File: config.mk
export PLATFORM = sky130hd
export DESIGN_NAME = fetch_stage
export DESIGN_NICKNAME = d
export VERILOG_FILES = /design/src/rtl/fetch_stage.sv
export SDC_FILE = /design/constraint.sdc
export NUM_CORES = 1
export LEC_CHECK = 0
export ABC_AREA = 1
export CAP_MARGIN = 20
export CORE_MARGIN = 2
export CORE_UTILIZATION = 40
export DETAILED_ROUTE_END_ITERATION = 6
export GPL_TIMING_DRIVEN = 0
export SYNTH_ARGS = -nofsm -noshare
export SYNTH_HDL_FRONTEND = slang
export SYNTH_SLANG_ARGS = --single-unit
File: constraint.sdc
create_clock -name clk -period 2.87 [get_ports clk]
set_input_delay 0.7175 -clock clk [delete_from_list [all_inputs] [get_ports clk]]
set_output_delay 0.7175 -clock clk [all_outputs]
set_load 0.005 [all_outputs]
File: src/rtl/fetch_stage.sv
// Instruction-fetch stage with IF/ID pipeline register. The PC is fetched over a
// variable-latency req/ready memory port, and fetch is redirected by jumps and branches resolved in ID.
module fetch_stage #(
    parameter logic [31:0] RESET_PC = 32'h0000_0000
) (
    input  logic        clk,
    input  logic        reset,
    output logic        imem_req,
    output logic [31:0] imem_addr,
    input  logic        imem_ready,
    input  logic [31:0] imem_rdata,
    input  logic        Stall,
    input  logic [1:0]  PCSrc,
    input  logic        Branch,
    input  logic        BranchEq,
    input  logic [31:0] JrTarget,
    output logic [5:0]  OpCode,
    output logic [5:0]  Funct,
    output logic [31:0] IFID_Instr,
    output logic [31:0] IFID_PCPlus4,
    output logic        IFID_Valid,
    output logic [31:0] PC
);

    typedef enum logic [1:0] {
        FETCH   = 2'd0,
        DISCARD = 2'd1,
        HOLD    = 2'd2
    } fetchState_t;

    fetchState_t stateReg, stateNext;
    logic [31:0] pcReg, pcNext;
    logic [31:0] instrReg, instrNext;
    logic [31:0] pcPlus4Reg, pcPlus4Next;
    logic        validReg, validNext;
    logic [31:0] skidReg, skidNext;
    logic [31:0] pendingReg, pendingNext;

    logic [31:0] seqPc;
    logic [31:0] branchOffset;
    logic [31:0] target;
    logic        redirect;

    assign seqPc        = pcReg + 32'd4;
    assign branchOffset = {{14{instrReg[15]}}, instrReg[15:0], 2'b00};

    // Redirect can only fire for a real instruction that is not being held.
    assign redirect = validReg & ~Stall & ((PCSrc != 2'b00) | (Branch & BranchEq));

    always_comb begin
        case (PCSrc)
            2'b01:   target = {pcPlus4Reg[31:28], instrReg[25:0], 2'b00};
            2'b10:   target = JrTarget;
            default: target = pcPlus4Reg + branchOffset;
        endcase
    end

    always_comb begin
        stateNext   = stateReg;
        pcNext      = pcReg;
        instrNext   = instrReg;
        pcPlus4Next = pcPlus4Reg;
        validNext   = validReg;
        skidNext    = skidReg;
        pendingNext = pendingReg;
        case (stateReg)
            FETCH: begin
                if (imem_ready) begin
                    if (redirect) begin
                        validNext = 1'b0;
                        pcNext    = target;
                    end else if (Stall) begin
                        skidNext  = imem_rdata;
                        stateNext = HOLD;
                    end else begin
                        instrNext   = imem_rdata;
                        pcPlus4Next = seqPc;
                        validNext   = 1'b1;
                        pcNext      = seqPc;
                    end
                end else if (redirect) begin
                    // Address must stay stable until the in-flight word returns.
                    pendingNext = target;
                    validNext   = 1'b0;
                    stateNext   = DISCARD;
                end else if (!Stall) begin
                    validNext = 1'b0;
                end
            end
            DISCARD: begin
                if (imem_ready) begin
                    pcNext    = pendingReg;
                    stateNext = FETCH;
                end
            end
            HOLD: begin
                if (!Stall) begin
                    stateNext = FETCH;
                    if (redirect) begin
                        validNext = 1'b0;
                        pcNext    = target;
                    end else begin
                        instrNext   = skidReg;
                        pcPlus4Next = seqPc;
                        validNext   = 1'b1;
                        pcNext      = seqPc;
                    end
                end
            end
            default: stateNext = FETCH;
        endcase
    end

    always_ff @(posedge clk or negedge reset) begin
        if (!reset) begin
            stateReg   <= FETCH;
            pcReg      <= RESET_PC;
            instrReg   <= 32'h0;
            pcPlus4Reg <= 32'h0;
            validReg   <= 1'b0;
            skidReg    <= 32'h0;
            pendingReg <= 32'h0;
        end else begin
            stateReg   <= stateNext;
            pcReg      <= pcNext;
            instrReg   <= instrNext;
            pcPlus4Reg <= pcPlus4Next;
            validReg   <= validNext;
            skidReg    <= skidNext;
            pendingReg <= pendingNext;
        end
    end

    assign imem_req     = reset & (stateReg != HOLD);
    assign imem_addr    = pcReg;
    assign PC           = pcReg;
    assign IFID_Instr   = instrReg;
    assign IFID_PCPlus4 = pcPlus4Reg;
    assign IFID_Valid   = validReg;
    assign OpCode       = instrReg[31:26];
    assign Funct        = instrReg[5:0];

endmodule

* After elaboration in Yosys (flattened, before gate mapping)
Index checks and enable logic that the tools add are counted.
** Operators by class
- $add $sub $neg :: 2
- Eq/ne operators :: 15
- Muxes and demuxes :: 34
- Bitwise operators :: 8
- Reductions and logical operators :: 10
** Operators by type and width (count)
- $mux 32 :: 15
- $pmux 32 s2 :: 3
- $pmux 32 s3 :: 1
- $add 32x3->32 const B :: 1
- $add 32x32->32 :: 1
- $ne 2x2->1 const B :: 7
- $mux 2 :: 6
- $ne 3x3->1 const B :: 4
- $reduce_and 5->1 :: 2
- $mux 1 :: 7
- $pmux 2 s3 :: 1
- $reduce_and 3->1 :: 2
- $reduce_and 6->1 :: 1
- $and 1x1->1 :: 4
- $eq 2x1->1 const B :: 2
- $eq 2x2->1 const B :: 2
- $reduce_and 4->1 :: 1
- $reduce_bool 2->1 :: 2
- $not 1->1 :: 3
- $reduce_bool 3->1 :: 1
- $logic_not 2->1 :: 1
- $pmux 1 s2 :: 1
- $or 1x1->1 :: 1
** Storage, ports and cells
- Register bits :: 163
- Bits of input ports :: 72
- Output and inout bits :: 142
- Word-level logic and storage cells :: 76

* Depth between registers and ports, before layout
Gate-level depths: netlist of the first run.
- Depth in word-level cells :: 6
- Gate-level depth with buffers :: 14
- Depth with buffers taken out :: 14

* Least setup slack after synthesis of the first run
No wires, ideal clock.
- Kind :: reg2reg
- Start point :: register instrReg[0] (netlist: IFID_Instr[0])
- End point :: register pcReg[18] (netlist: PC[18])
- Setup time :: 0.077 ns
- Arrival time :: 2.067 ns
- Data required time :: 2.793 ns
- Path slack :: 0.726 ns
- Cell stages (with the launch flop) :: 12
- Buffers on the path :: 0
- Clock period less this slack :: 2.144 ns
- Cell sequence :: dfrtp_1 > ha_1 > fa_1 > nand3_1 > nand3_1 > nand2_1 > nand3_1 > a21oi_1 > nor2_1 > o21ai_0 > nand2_1 > a21oi_1
** On the way
- Word-level cells in the longest chain between the ends :: 5
- Elaborated cells between the ends (all ways) :: 7
- Those cells by class :: 1 x add/sub; 6 x mux
** Ends and longest elaborated chain
- start, declared :: line 33 : logic [31:0] instrReg, instrNext;
- start signal, assigned :: line 126 : instrReg <= instrNext;
- $add 32x32->32 (*) :: line 54 : default: target = pcPlus4Reg + branchOffset;
- $pmux 32 s2 (*) :: line 51 : case (PCSrc)
- $mux 32, on equally long branches :: line 99, 69
- $mux 32, on equally long branches :: line 97, 68
- $pmux 32 s3 (*) :: line 66 : case (stateReg)
- end signal, assigned :: line 125 : pcReg <= pcNext;
- end, declared :: line 32 : logic [31:0] pcReg, pcNext;
Mark *: on every way between the ends. The rest lies on a longest branch, timed or not. The select of a mux whose other input is x is not followed.
A chain may end at the register's enable or synchronous reset.

* Worst setup path in the final report of the first run
- Start point :: register stateReg[0]
- End point :: output port imem_req
** On the way
- Word-level cells in the longest chain between the ends :: 2
** Ends and longest elaborated chain
- start, declared :: line 31 : fetchState_t stateReg, stateNext;
- start signal, assigned :: line 124 : stateReg <= stateNext;
- $ne 2x2->1 :: line 134 : assign imem_req = reset & (stateReg != HOLD);
- $and 1x1->1 :: line 134
- end, declared :: line 8 : output logic imem_req,
Every way passes these cells.

==> metrics.md, run 1 <==
| Metric | Value |
|---|---|
| Max-Cap Viols | `0` |
| Non-filler cells, final | `2196` |
| Initial core utilization | `40.5%` |
| Hold_ws | `0.205 ns` |
| Max Clock Freq | `0.372 GHz` |
| Grt ovf | `0` |
| # hold bufs at CTS | `0` |
| Clk slew on worst S/H paths | `0.08 ns` |
| First-pass GRT wire length | `60.5 mm` |
| Critical Path End Type | `primary output` |
| Post-layout util | `52.6%` |
| Fin crit share | `93.7%` |
| Antenna cells | `0` |
| Synth area leader | `dfrtp_1` |
| Register area | `4080 µm²` |
| Inserted Clock Buffers | `17` |
| RSZ-0062 raised after global routing | `false` |
| CTS Sinks | `163` |
| Setup Crit Path Kind | `reg -> out` |
| DP HPWL | `30.8 mm` |
| Status | `completed` |
| GRT Total Usage | `27.8%` |
| Largest net degree at the start of global routing | `111` |
| Worst r2r dst | `PC[27]` |
| Share of cells above drive strength 1 | `7.06%` |
| Syn_area_per_cell | `6.72 µm²` |
| CTS Root Cell | `clkbuf_16` |
| Final Hold Vio Count | `0` |
| Final instance area | `14100 µm²` |
| Register area share after synthesis | `37.7%` |
| Area occupied by multi-input gates | `5490 µm²` |
| DRT Pass-1 Iters | `5` |
| R2R Setup Slk | `0.30 ns` |
| Netlist cell types | `39` |
| Syn Nets | `1718` |
| DRC viols | `0` |
| Post-synthesis cell count | `1609` |
| Vias | `11200` |
| Skew final | `0.0167 ns` |
| DR WL/cell | `17.8 µm` |
| CTS H-tree lvls | `4` |
| TritonCTS clock tree | `done` |
| Vias per std cell | `5.11` |
| # IOs | `214` |
| Chip height | `168 µm` |
| Synth top area cells | `dfrtp_1 (38%), nand2_1 (22%), inv_1 (6.3%)` |
| Number of I/O port buffers | `213` |
| Relative slew slack | `50.6%` |
| Least-Margin Pin Slew | `0.741 ns` |
| Dpl cell area | `13400 µm²` |
| Fin. max-slew vios | `0` |
| Vias in the first global route | `10500` |
| Reg2reg start | `IFID_Instr[15]` |
| Antenna violations before repair | `0` |
| WP data required | `2.15 ns` |
| Synth warn | `0` |
| Worst EP arrival | `1.97 ns` |
| FF-to-FF path depth | `11` |
| CP Launch Type | `flip-flop` |
| Clk_lat worst skew | `0.43 ns` |
| Worst hold path class | `in -> async` |
| Core area | `26700 µm²` |
| Final setup violation count | `0` |
| Area delta synth->final | `30.0%` |
| Peak supply drop | `0.453 mV` |
| Total chip power | `0.0171 W` |
| Nets | `1951` |
| # placed instances | `2164` |
| Gpl congestion | `0.935` |
| CP Max Fanout | `15` |
| Clk buf depth | `2` |
| Die Area | `28400 µm²` |
| Initial DRC Count | `956` |
| Die X-Extent | `168 µm` |
| Total Wirelength | `39.2 mm` |
| Synthesized flop and latch total | `163` |
| Leak Pwr | `7.09 nW` |
| Rows | `60` |
| DRT antenna net count | `0` |
| Fin crit period | `2.69 ns` |
| Fill count | `2693` |
| Post-Syn Area | `10800 µm²` |
| Yosys top cell area share | `37.7%` |
| Pwr dens | `1210 nW/µm²` |
==> metrics by stage <==
stage,TNS (ns),setup WS (ns)
floorplan,0,0.726
global placement,-1000.08,-6.00
detailed placement,-24.60,-0.557
CTS,0,0.0345
global route,0,0.0167
finish,0,0.182
==> per-layer routing <==
metal	track usage, %	share of wire (%)	vias to the layer above
met2	43.8	45	342
met5	0	0	-
li1	-	-	5510
met1	39.9	47	5331
met3	5.00	6.3	34
met4	6.45	1.9	0
==> worst max path at each step <==
stage | slack, ns | startpoint | depth (start not counted) | end
floorplan | 0.73 | IFID_Instr[0] | 11 | PC[18]
detailed placement | -0.56 | PCSrc[0] | 10 | PC[26]
finish | 0.18 | stateReg[0] | 5 | imem_req
CTS | 0.03 | stateReg[1] | 5 | imem_req
global route | 0.02 | PCSrc[0] | 12 | IFID_Instr[28]
global placement | -6.00 | reset | 1 | PC[26]
==> flip-flops by register name (all words and copies together) (netlist names) <==
name,flops
IFID_Valid,1
IFID_PCPlus4,32
stateReg,2
PC,32
pendingReg,32
IFID_Instr,32
skidReg,32
==> cell usage after synthesis <==
cell,n
o21ai_1,3
buf_2,11
nand3_2,3
o211ai_1,2
and2_1,2
inv_1,183
nor3b_1,1
nor3_1,17
o21ai_0,129
a22oi_1,22
xor2_1,17
nand3_1,59
o2111ai_1,1
buf_1,2
clkbuf_1,38
nand2_2,2
o21bai_1,4
or2_2,2
nand3b_1,4
nor2_4,3
nor3_2,2
xnor2_1,8
a31oi_1,8
a211oi_1,3
buf_4,48
inv_2,8
ha_1,36
o22ai_1,2
nand2_1,624
a221oi_1,1
nand2_4,1
nor2_1,107
dfrtp_1,163
nor2_2,2
xor2_2,2
a21o_1,1
nand4_1,11
a21oi_1,76
fa_1,1
==> critical path, stage by stage, from the launching register on <==
cell	delay, ns
dfrtp_1	0.39
inv_2	0.12
ha_4	0.29
clkbuf_8	0.23
nor2_1	0.06
clkdlybuf4s50_1	0.44
==> logic make-up (layout without fill, tap and decap cells) <==
| family | count (synthesis) | count (layout) | share of synthesized area (%) |
|---|---|---|---|
| and+or+nand+nor | 840 | 840 | 31.2 |
| adders and majority gates | 37 | 37 | 4.35 |
| AOI/OAI and AO/OA | 252 | 252 | 12.6 |
| xor gates and xnor gates | 27 | 27 | 2.32 |
| buffers and inverters | 290 | 536 | 11.9 |
| DFF | 163 | 163 | 37.7 |
==> where the power goes <==
part	internal (W)	leakage (nW)	switching, W
sequential	0.00339	2.00	0.00124
clock	0.00126	0.294	0.00113
combinational	0.00428	4.80	0.00576
total	0.00893	7.09	0.00812
==> cell usage in the layout (no fill, tap or decap), types with 3 or more instances in the layout <==
cell             instances
nand3b_1                 4
clkbuf_2                 4
o21ai_1                  3
nor2_4                   3
ha_1                    35
nand3_1                 57
nand3_2                  5
xor2_1                  17
clkinv_8                 3
clkdlybuf4s50_1        212
o21bai_1                 4
nand4_1                 11
o21ai_0                129
inv_6                    6
clkbuf_16               17
nor3_1                  17
nand2_1                624
a22oi_1                 22
a21oi_1                 75
buf_4                   49
inv_2                    9
dfrtp_1                162
xnor2_1                  8
inv_1                  182
inv_8                    3
nor2_1                 107
a31oi_1                  8
clkbuf_1                32
buf_2                   12
a211oi_1                 3
==> area by class of cell <==
| type | instances | share of cell area (%) |
|---|---|---|
| Clock inverter | 15 | 1.29 |
| Buffer | 98 | 4.11 |
| Clock buffer | 17 | 3.02 |
| Timing Repair Buffer | 215 | 15.4 |
| Sequential cell | 163 | 29.0 |
| Tap cell | 341 | 3.03 |
| Inverter | 191 | 5.10 |
| Multi-Input combinational cell | 1156 | 39.0 |
==> timing repair <==
action	CTS	global route
pin swaps	0	0
gates resized for setup	10	10
setup endpoints to repair	7	15
buffers inserted	0	1
endpoints found under the hold margin	0	0
(Power assumes the default switching activity.)
==> run 2, diff against run 1 <==
--- a/config.mk
+++ b/config.mk
@@ -11,6 +11,7 @@
 export CORE_UTILIZATION = 40
 export DETAILED_ROUTE_END_ITERATION = 6
 export GPL_TIMING_DRIVEN = 0
+export SETUP_SLACK_MARGIN = 0.5
 export SYNTH_ARGS = -nofsm -noshare
 export SYNTH_HDL_FRONTEND = slang
 export SYNTH_SLANG_ARGS = --single-unit
==> metrics.md, run 2 (synthesis results as in run 1) <==
| Metric | Value |
|---|---|
| First-pass GRT wire length | `60.8 mm (+0.49%)` |
| DP HPWL | `30.8 mm (unchanged)` |
| Status | `completed` |
| Number of I/O port buffers | `213 (unchanged)` |
| Fin crit period | `2.38 ns (-0.312 ns)` |
| Vias | `11300 (+0.77%)` |
| Clk buf depth | `2 (unchanged)` |
| DR WL/cell | `18.0 µm (+0.85%)` |
| Power share of the sequential group | `26.0% (-1.1 points)` |
| # IOs | `214 (unchanged)` |
| Share of cells above drive strength 1 | `13.7% (+6.6 points)` |
| Gpl congestion | `0.935 (unchanged)` |
| DRT antenna net count | `0 (unchanged)` |
| Antenna cells | `0 (unchanged)` |
| Peak supply drop | `0.463 mV (+2.2%)` |
| Antenna violations before repair | `0 (unchanged)` |
| Skew final | `0.0172 ns (+0.000438 ns)` |
| DRT Pass-1 Iters | `5 (unchanged)` |
| Setup_tns | `0 ns (unchanged)` |
| Initial core utilization | `40.5% (unchanged)` |
| Inserted Clock Buffers | `17 (unchanged)` |
| Core area | `26700 µm² (unchanged)` |
| WP data required | `3.18 ns (+1.03 ns)` |
| Vias in the first global route | `10600 (+0.70%)` |
| Grt ovf | `0 (unchanged)` |
| Rows | `60 (unchanged)` |
| Pwr dens | `1220 nW/µm² (+0.92%)` |
| Final Hold Vio Count | `0 (unchanged)` |
| Chip height | `168 µm (unchanged)` |
| Relative slew slack | `59.0% (+8.4 points)` |
| # hold bufs at CTS | `0 (unchanged)` |
| Max Clock Freq | `0.421 GHz (+13%)` |
| Hold_ws | `0.211 ns (+0.00638 ns)` |
| Fin. max-slew vios | `0 (unchanged)` |
| Initial DRC Count | `911 (-4.7%)` |
| Area delta synth->final | `36.3%` |
| Critical Path End Type | `flip-flop` |
| RSZ-0062 raised after global routing | `true` |
| Final WS setup | `0.494 ns (+0.312 ns)` |
| Leak Pwr | `7.29 nW (+2.8%)` |
| Setup Crit Path Kind | `in -> reg` |
| CP Launch Type | `input pin` |
| Nets | `1966 (+0.77%)` |
| Switching Share | `47.3% (-0.39 points)` |
| TritonCTS clock tree | `done` |
| Post-layout util | `55.2% (+2.6 points)` |
| GRT Total Usage | `28.0% (+0.16 points)` |
| CTS Sinks | `163 (unchanged)` |
| Dpl cell area | `13400 µm² (unchanged)` |
| Pre-CTS setup slack | `-0.557 ns (unchanged)` |
| Clk_lat worst skew | `0.43 ns (about the same)` |
| Die Area | `28400 µm² (unchanged)` |
| Least-Margin Pin Slew | `0.615 ns (-0.126 ns)` |
| CTS Root Cell | `clkbuf_16` |
| CTS H-tree lvls | `4 (unchanged)` |
| Largest net degree at the start of global routing | `111 (unchanged)` |
| Most frequent cells in the layout | `nand2_1 (606), clkdlybuf4s50_1 (211), inv_1 (180), dfrtp_1 (154), o21ai_0 (123)` |
| Vias per std cell | `5.11 (about the same)` |
| CP Max Fanout | `10 (-5)` |
| Most common cell after layout, fill and taps aside | `nand2_1` |
| DRC viols | `0 (unchanged)` |
| Final instance area | `14800 µm² (+4.9%)` |
| Die X-Extent | `168 µm (unchanged)` |
| Final setup violation count | `0 (unchanged)` |
| Worst hold path class | `in -> async` |
| Gate power share | `60.8% (+1.9 points)` |
| Max-Cap Viols | `0 (unchanged)` |
| Worst EP arrival | `2.69 ns (+0.72 ns)` |
| Switch Pwr | `0.00853 W (+5.0%)` |
| Cell Int Power | `0.00952 W (+6.6%)` |
| Total Wirelength | `39.8 mm (+1.5%)` |
| Clk slew on worst S/H paths | `0.07 ns (about the same)` |
| Clock power frac | `13.2% (-0.8 points)` |
| Fin crit share | `82.8% (-11 points)` |
==> run 2: changes by cell type in the layout (fill, tap and decap cells not counted), sizes merged <==
cell / change
buf: +16
clkdlybuf4s50: -1
==> run 2: critical path, cell delays in order <==
cell,delay (ns)
clkdlybuf4s50_1,0.48
inv_1,0.06
ha_1,0.18
nand2_1,0.08
nand3b_1,0.21
nand2_2,0.27
inv_1,0.14
clkbuf_4,0.24
a21oi_1,0.22
a21oi_2,0.08
==> run 2: final cells by class <==
type                       instances  area, µm²
tap                              341        427
clock inverter                    15        181
inverter                         191        724
buffer                            99        686
clock buffer                      17        425
sequential                       163       4090
timing repair buffer             229       2280
multi-input combinational       1156       5930
fill                            2655      12000
==> run 2: final timing paths <==
check | from | end | slack (ns) | cells after the start
worst max-delay path | PCSrc[0] | PC[26] | 0.49 | 10
worst min-delay path | reset | skidReg[31] | 0.21 | 1
worst max register to register | IFID_Instr[15] | PC[27] | 0.56 | 12
worst min register to register | pendingReg[3] | pendingReg[3] | 0.48 | 2
max in group asynchronous | reset | PC[23] | 1.72 | 2
min in group clk | pendingReg[3] | pendingReg[3] | 0.48 | 2
==> run 2: through the flow <==
step                      total power (W)  cells
after floorplan                    0.0101   1609
after global placement             0.0144   2163
after detailed placement           0.0145   2164
after CTS                          0.0173   2206
after global routing               0.0195   2211
final                              0.0180   2211
==> run 2: per-layer routing <==
metal / vias to the layer above / wire (µm) / track usage, %
met4: 0 / 748 / 6.67
li1: 5532 / - / -
met2: 377 / 18100 / 44.2
met3: 41 / 2710 / 5.03
met1: 5353 / 18200 / 39.9
met5: - / 0 / 0
==> run 2: power by group through the flow <==
stage / combinational (W) / sequential [W] / clock (W)
global route: 0.0122 / 0.00484 / 0.00252
floorplan: 0.00585 / 0.00428 / 0
global placement: 0.00979 / 0.00464 / 0
finish: 0.0110 / 0.00469 / 0.00238
CTS: 0.0102 / 0.00462 / 0.00242
detailed placement: 0.00988 / 0.00465 / 0
==> run 2: timing repair <==
item	in CTS	in global routing
pin swaps	2	10
setup buffers	10	5
resized for setup	70	129
endpoints found under the setup margin	128	126
==> run 3, diff against run 2 <==
==> constraint.sdc (replaced) <==
create_clock -name clk -period 2.5 [get_ports clk]
set_input_delay 0.625 -clock clk [delete_from_list [all_inputs] [get_ports clk]]
set_output_delay 0.625 -clock clk [all_outputs]
set_load 0.005 [all_outputs]
==> metrics.md, run 3 (synthesis results as in run 1) <==
| Metric | Value |
|---|---|
| Status | `completed` |
| First-pass GRT wire length | `64.7 mm (+6.4%)` |
| Most common cell after layout, fill and taps aside | `nand2_1` |
| Die Area | `28400 µm² (unchanged)` |
| Setup Crit Path Kind | `reg -> reg` |
| Largest net degree at the start of global routing | `105 (-5.4%)` |
| Vias | `12400 (+9.3%)` |
| Fin. max-slew vios | `0 (unchanged)` |
| Antenna violations before repair | `2 (+2)` |
| CTS H-tree lvls | `4 (unchanged)` |
| Area delta synth->final | `58.3%` |
| Dpl cell area | `13400 µm² (about the same)` |
| CTS Sinks | `163 (unchanged)` |
| Critical path's slowest cell | `fa_2` |
| Initial DRC Count | `1032 (+13%)` |
| Pre-CTS setup slack | `-0.744 ns (-0.188 ns)` |
| Vias per std cell | `5.27 (+3.0%)` |
| GRT Total Usage | `29.5% (+1.5 points)` |
| RSZ-0062 raised after global routing | `true` |
| Nets | `2101 (+6.9%)` |
| Fin crit share | `91.8%` |
| Peak supply drop | `0.514 mV (+11%)` |
| Relative slew slack | `59.4% (+0.42 points)` |
| Max-Cap Viols | `0 (unchanged)` |
| TritonCTS clock tree | `done` |
| Final WS setup | `0.205 ns (-0.289 ns)` |
| Final instance area | `17100 µm² (+16%)` |
| WP data required | `2.87 ns (-0.31 ns)` |
| Skew final | `0.0168 ns (-0.000380 ns)` |
| Fin crit period | `2.30 ns` |
| CP Launch Type | `flip-flop` |
| Least-Margin Pin Slew | `0.609 ns (-0.00626 ns)` |
| Pwr dens | `1430 nW/µm² (+17%)` |
| DR WL/cell | `18.5 µm (+2.7%)` |
| Post-layout util | `64.1% (+8.9 points)` |
| Vias in the first global route | `11700 (+11%)` |
| Final Hold Vio Count | `0 (unchanged)` |
| Max Clock Freq | `0.436 GHz` |
| Total Wirelength | `43.4 mm (+9.0%)` |
| CTS Root Cell | `clkbuf_16` |
| Antenna cells | `0 (unchanged)` |
| DRT antenna net count | `0 (unchanged)` |
| CP Max Fanout | `5 (-5)` |
| Die X-Extent | `168 µm (unchanged)` |
| Leak Pwr | `8.95 nW (+23%)` |
| Clk buf depth | `2 (unchanged)` |
| # IOs | `214 (unchanged)` |
| Final setup violation count | `0 (unchanged)` |
| Clk_lat worst skew | `0.44 ns (about the same)` |
| Clk slew on worst S/H paths | `0.08 ns (about the same)` |
| Chip height | `168 µm (unchanged)` |
| Critical Path End Type | `flip-flop` |
| Worst hold path class | `in -> async` |
| CP peak stage delay | `0.42 ns (-0.06 ns)` |
| Number of I/O port buffers | `213 (unchanged)` |
| Rows | `60 (unchanged)` |
| Share of cells above drive strength 1 | `31.8% (+18 points)` |
| Worst EP arrival | `2.66 ns (-0.03 ns)` |
| Core area | `26700 µm² (unchanged)` |
| Grt ovf | `0 (unchanged)` |
| CP Cell Sequence | `buf_6 -> ha_4 -> fa_2 -> nand3_2 -> nand3_4 -> nand2_4 -> nand3_4 -> nand2_4 -> nand3_2 -> nand2_1 -> nand3_1 -> nand2_2 -> nand2_1 -> a21oi_2` |
| Inserted Clock Buffers | `17 (unchanged)` |
| DRC viols | `0 (unchanged)` |
| DRT Pass-1 Iters | `6 (+1)` |
| DP HPWL | `30.1 mm (-2.3%)` |
| Gpl congestion | `0.974 (+4.2%)` |
| Most frequent cells in the layout | `nand2_1 (535), buf_4 (175), inv_1 (158), o21ai_0 (103), dfrtp_1 (98)` |
| Initial core utilization | `40.5% (unchanged)` |
==> run 3: through the flow <==
step                power, W  setup TNS, ns  instances  hold slack, ns
CTS                   0.0223              0       2284           0.127
detailed placement    0.0166         -60.07       2164           0.461
global placement      0.0165       -1077.82       2163           0.456
finish                0.0244              0       2346           0.105
global route          0.0260              0       2346           0.123
floorplan             0.0116              0       1609           0.329
==> run 3: worst paths after layout <==
check | startpoint | endpoint | slack [ns] | depth (start not counted)
max in group asynchronous | reset | IFID_PCPlus4[19] | 1.40 | 2
min | reset | skidReg[31] | 0.11 | 1
max | IFID_Instr[0] | PC[26] | 0.20 | 14
max reg2reg | IFID_Instr[0] | PC[26] | 0.20 | 14
min in group clk | pendingReg[0] | pendingReg[0] | 0.48 | 2
min reg2reg | pendingReg[0] | pendingReg[0] | 0.48 | 2
==> run 3: metal layers <==
layer  up-vias  global-route usage, %  share of wire (%)
li1       5811                      -                  -
met1      5953                   39.8                 43
met2       498                   47.9                 47
met3        91                   5.26                6.7
met4         2                   10.2                3.4
met5         -                      0              0.030
==> run 3: repair_timing <==
action | in CTS | in global routing
setup endpoints to repair | 266 | 227
pin swaps | 56 | 77
gates resized for setup | 415 | 274
setup buffers | 87 | 61
cloned | 1 | 1
hold buffers | 0 | 0
==> run 3: report_power, final <==
group	leakage, nW	switching, W	internal (W)
sequential	1.93	0.00120	0.00400
combinational	6.73	0.00899	0.00748
clock	0.296	0.00138	0.00137
total	8.95	0.0116	0.0128
==> run 3: layout make-up <==
class                           count  area, µm²
Multi-Input combinational cell   1156       6910
Timing Repair Buffer              364       3490
Buffer                             99        787
Sequential cell                   163       4160
Inverter                          191        747
Clock buffer                       17        425
Clock inverter                     15        176
Tap cell                          341        427
Fill cell                        2362       9600
==> run 3: worst max-delay path, delay by kind of cell (launching register included) <==
family                   cells  cell delay (ns)
buffers and inverters        1             0.13
adder cells (fa/ha/maj)      2             0.58
AO/OA/AOI/OAI                1             0.11
AND/OR/NAND/NOR             10             0.99
flip-flops                   1             0.40
